File: src/rtl/itr_event_merger.sv
// Merges per-source raw events into pending flags and a rate-limited single-cycle
// interrupt pulse; every new pending source is reported exactly once.

module itr_src_cell #(
   parameter bit edge_det = 1'b1
) (
   input  logic clk,
   input  logic rst,
   input  logic evt,
   input  logic mask,
   input  logic clr,
   input  logic rpt_set,
   output logic pend,
   output logic rpt
);
   logic evt_d;
   logic detect;
   logic set;

   assign detect = edge_det ? (evt & ~evt_d) : evt;
   assign set    = detect & mask;

   always_ff @(posedge clk) begin
      if (rst) begin
         evt_d <= 1'b0;
         pend  <= 1'b0;
         rpt   <= 1'b0;
      end else begin
         evt_d <= evt;
         // set beats clear; rpt drops on any clear so a re-set source reports again
         pend  <= set | (pend & ~clr);
         rpt   <= clr ? 1'b0 : (rpt | (rpt_set & pend));
      end
   end
endmodule

module itr_event_merger #(
   parameter int                src_n     = 4,
   parameter logic [src_n-1:0]  edge_mode = {src_n{1'b1}},
   parameter int                min_gap   = 8
) (
   input  logic             clk,
   input  logic             rst,
   input  logic [src_n-1:0] evt_in,
   input  logic             itr_en,
   input  logic [src_n-1:0] itr_mask,
   input  logic [src_n-1:0] pend_clr,
   output logic [src_n-1:0] pend_sts,
   output logic             itr_org
);
   localparam int             CW       = $clog2(min_gap) + 1;
   localparam logic [CW-1:0]  GAP_LAST = CW'(min_gap - 1);

   typedef enum logic [1:0] {
      IDLE = 2'd0,
      FIRE = 2'd1,
      GAP  = 2'd2
   } state_t;

   state_t          state, state_nxt;
   logic [CW-1:0]   gap_cnt, gap_cnt_nxt;
   logic [src_n-1:0] rpt;
   logic [src_n-1:0] new_pend;
   logic            fire;

   assign new_pend = pend_sts & ~rpt;
   assign fire     = (state == IDLE) && itr_en && (|new_pend);

   for (genvar i = 0; i < src_n; i++) begin : g_src
      itr_src_cell #(
         .edge_det (edge_mode[i])
      ) u_cell (
         .clk     (clk),
         .rst     (rst),
         .evt     (evt_in[i]),
         .mask    (itr_mask[i]),
         .clr     (pend_clr[i]),
         .rpt_set (fire),
         .pend    (pend_sts[i]),
         .rpt     (rpt[i])
      );
   end

   always_comb begin
      state_nxt   = state;
      gap_cnt_nxt = gap_cnt;
      case (state)
         IDLE: if (fire) state_nxt = FIRE;
         FIRE: begin
            state_nxt   = GAP;
            gap_cnt_nxt = '0;
         end
         GAP: begin
            gap_cnt_nxt = gap_cnt + 1'b1;
            if (gap_cnt == GAP_LAST) state_nxt = IDLE;
         end
         default: state_nxt = IDLE;
      endcase
   end

   always_ff @(posedge clk) begin
      if (rst) begin
         state   <= IDLE;
         gap_cnt <= '0;
         itr_org <= 1'b0;
      end else begin
         state   <= state_nxt;
         gap_cnt <= gap_cnt_nxt;
         // high only for the cycle spent in FIRE
         itr_org <= fire;
      end
   end
endmodule

File: config.mk
export PLATFORM = sky130hd
export DESIGN_NAME = itr_event_merger
export DESIGN_NICKNAME = d
export VERILOG_FILES = /design/src/rtl/itr_event_merger.sv
export SDC_FILE = /design/constraint.sdc
export NUM_CORES = 1
export LEC_CHECK = 0
export CAP_MARGIN = 30
export CORE_ASPECT_RATIO = 1.25
export CORE_UTILIZATION = 35
export DETAILED_ROUTE_END_ITERATION = 10
export GPL_TIMING_DRIVEN = 0
export PLACE_DENSITY = 0.67
export SYNTH_ARGS = -nofsm -noshare
export SYNTH_HDL_FRONTEND = slang
export SYNTH_SLANG_ARGS = --single-unit
export TNS_END_PERCENT = 20
File: constraint.sdc
create_clock -name clk -period 1.35 [get_ports clk]
set_input_delay 0.2025 -clock clk [delete_from_list [all_inputs] [get_ports clk]]
set_output_delay 0.2025 -clock clk [all_outputs]
set_load 0.01 [all_outputs]
==> results of run 1 <==
-- repair_timing --
item / in CTS / in global routing
pin swaps: 0 / 3
buffers inserted: 0 / 4
endpoints found under the setup margin: 7 / 5
resized for setup: 9 / 11
-- cells in the mapped netlist, drive strengths merged --
| library cell | n |
|---|---|
| a2111oi | 1 |
| clkbuf | 1 |
| nand2b | 5 |
| a21oi | 7 |
| nor3b | 1 |
| inv | 4 |
| a221o | 1 |
| nor2b | 7 |
| ha | 5 |
| buf | 5 |
| a22oi | 1 |
| nor3 | 5 |
| a31oi | 4 |
| and2b | 1 |
| nor2 | 3 |
| nand3 | 1 |
| dfxtp | 19 |
| nand3b | 6 |
| or2b | 5 |
| mux2i | 2 |
| nand2 | 2 |
| o21ai | 2 |
| and3 | 1 |
-- registers in the layout, indices dropped and copies added, names as in the netlist --
signal and cells:
g_src.u_cell.evt_d 4, g_src.u_cell.rpt 4, gap_cnt 4, g_src.u_cell.pend 4
itr_org 1, state 2
-- power by group --
| part | switching (uW) | leakage [uW] | internal [uW] |
|---|---|---|---|
| registers | 25.5 | 0.000159 | 602 |
| logic | 198 | 0.000301 | 277 |
| clock network | 163 | 0.0000150 | 115 |
-- kinds of logic after synthesis --
group	after synthesis	share of synthesized area, %
flops	19	42.5
compound gates	16	13.0
mux	2	2.24
buf+inv	10	6.71
simple gates	37	28.5
fa+ha+maj	5	6.99
-- worst max-delay path: cells and delay by family (launching register included) --
kind / cells / cell delay (ns)
AO/OA/AOI/OAI: 1 / 0.33
adder cells (fa/ha/maj): 1 / 0.17
buffers and inverters: 1 / 0.06
flip-flops: 1 / 0.36
multiplexers: 1 / 0.13
AND/OR/NAND/NOR: 1 / 0.15
-- final timing paths --
check / slack, ns / to / cells past startpoint / startpoint
max: 0.05 / state[1] / 5 / state[0]
min: 0.48 / g_src[2].u_cell.rpt / 2 / pend_clr[2]
max reg2reg: 0.05 / state[1] / 5 / state[0]
min reg2reg: 0.49 / g_src[0].u_cell.pend / 2 / g_src[0].u_cell.evt_d
-- final cells by class --
| cell class | count | area, sq um | area share [%] |
|---|---|---|---|
| buffer | 6 | 45.0 | 3.70 |
| sequential | 19 | 393 | 32.3 |
| tap | 33 | 41.3 | 3.40 |
| timing repair buffer | 23 | 214 | 17.6 |
| multi-input combinational | 60 | 482 | 39.6 |
| clock buffer | 4 | 26.3 | 2.16 |
| inverter | 4 | 15.0 | 1.23 |
-- layer usage --
layer | track usage [%] | part of all wire [%]
met3 | 2.76 | 1.7
met4 | 8.57 | 2.1
met1 | 15.4 | 40
met5 | 0 | 0
met2 | 25.6 | 56
-- metrics by stage --
stage	cells	setup slack, ns	power [uW]	setup TNS [ns]	hold slack (ns)
3_5_place_dp	141	-0.247	1030	-2.02	0.481
4_1_cts	145	-0.0900	1310	-0.181	0.468
3_3_place_gp	141	-0.226	1010	-1.63	0.468
5_1_grt	149	-0.00781	1480	-0.00781	0.464
6_report	149	0.0528	1380	0	0.476
2_1_floorplan	89	0.0449	907	0	0.279
==> reports/results.tsv, run 1 <==
metric	value	unit
outcome	completed	
synth warn	0	
post-synth net total	109	
Final Core Density	50.1	%
highest-delay cell along the critical path	dfxtp_2	
Die H	58.5	um
pwr/cell area	1140	mW/mm^2
largest fanout on the critical path	5	
gr usage total	14.6	%
Worst-path clk slew	0.10	ns
Slew Viols, Final	0	
Avg Vias per Cell	4.72	
HPWL Detailed	1.29	mm
Max stage delay on crit path	0.36	ns
most frequent cells in the layout	14 x clkdlybuf4s50_1, 11 x buf_4, 11 x dfxtp_1, 7 x a21oi_1, 7 x dfxtp_2	
Starting Density	36.9	%
Post-Syn Area	895	sq um
CP endpoint kind	flip-flop	
maxcap violations	0	
Synth area leaders	dfxtp_1 43%, ha_1 7.0%, nand3b_1 5.0%	
first-pass GRT wire length	2.84	mm
clock skew	0.00395	ns
Num CTS Buffers	3	
maximum vdd drop	0.000565	V
layout cells sized above 1	30.2	%
IO Pins	20	
Fillers	237	
diodes inserted	0	
Yosys top cell area share	42.5	%
Worst setup SP type	flip-flop	
area leader, netlist	dfxtp_1	
synth unique cells	27	
crit-path cells	inv_2 -> ha_4 -> and2b_4 -> a221o_2 -> mux2i_1	
pin count of the biggest net entering global routing	11	
Root Buffer	clkbuf_4	
Achievable Freq	0.771	GHz
DRC viols	0	
DR WL/cell	11.3	um
Hold Buf Count CTS	0	
GRT Residual Overflow	0	
Hold Violations, Final	0	
Leak	0.000475	uW
# clock sinks	19	
initial antenna violation count	0	
RD Place Congestion	0.737	
die width	47.2	um
Clock Latency Late Sink	0.29	ns
Tcrit/Tclk final	96.1	%
count of final setup violators	0	
remaining antenna violation count	0	
Finished Cell Area	0.00122	sq mm
Vias	704	
sequential fraction of the synthesis area	42.5	%
RSZ-0062 raised after global routing	yes	
vias in the first global route	705	
Avg Cell Area, Syn	10.1	sq um
port bufs	19	
Core ar.	0.00243	sq mm
Slew HR	68.0	%
Die Area	0.00276	sq mm
number of synthesized register bits	19	
CTS tree	built	
Row Count	20	
Critical Path AT	1.48	ns
Max H-tree Level	1	
Layout area overhead	35.9	%
Placed Area	0.00113	sq mm
Slew @ Worst Pin	0.480	ns
Cells after Synth	89	
DRT iter0 DRCs	12	
commonest non-fill, non-tap cell in the layout	clkdlybuf4s50_1	
drt pass-1 iters	3	
critical path class	reg2reg	
Worst Hold Class	in2reg	
fin nets	137	
CTS max path bufs	2	
CP required	1.54	ns
Final min period	1.30	ns
total wire length	1.69	mm
(Power assumes the default switching activity.)
==> run 2: changes to the inputs <==
--- a/config.mk
+++ b/config.mk
@@ -11,6 +11,7 @@
 export DETAILED_ROUTE_END_ITERATION = 10
 export GPL_TIMING_DRIVEN = 0
 export PLACE_DENSITY = 0.67
+export SLEW_MARGIN = 20
 export SYNTH_ARGS = -nofsm -noshare
 export SYNTH_HDL_FRONTEND = slang
 export SYNTH_SLANG_ARGS = --single-unit
==> results of run 2 <==
Same layout as run 1: the final DEF is identical, and so are final timing and power.
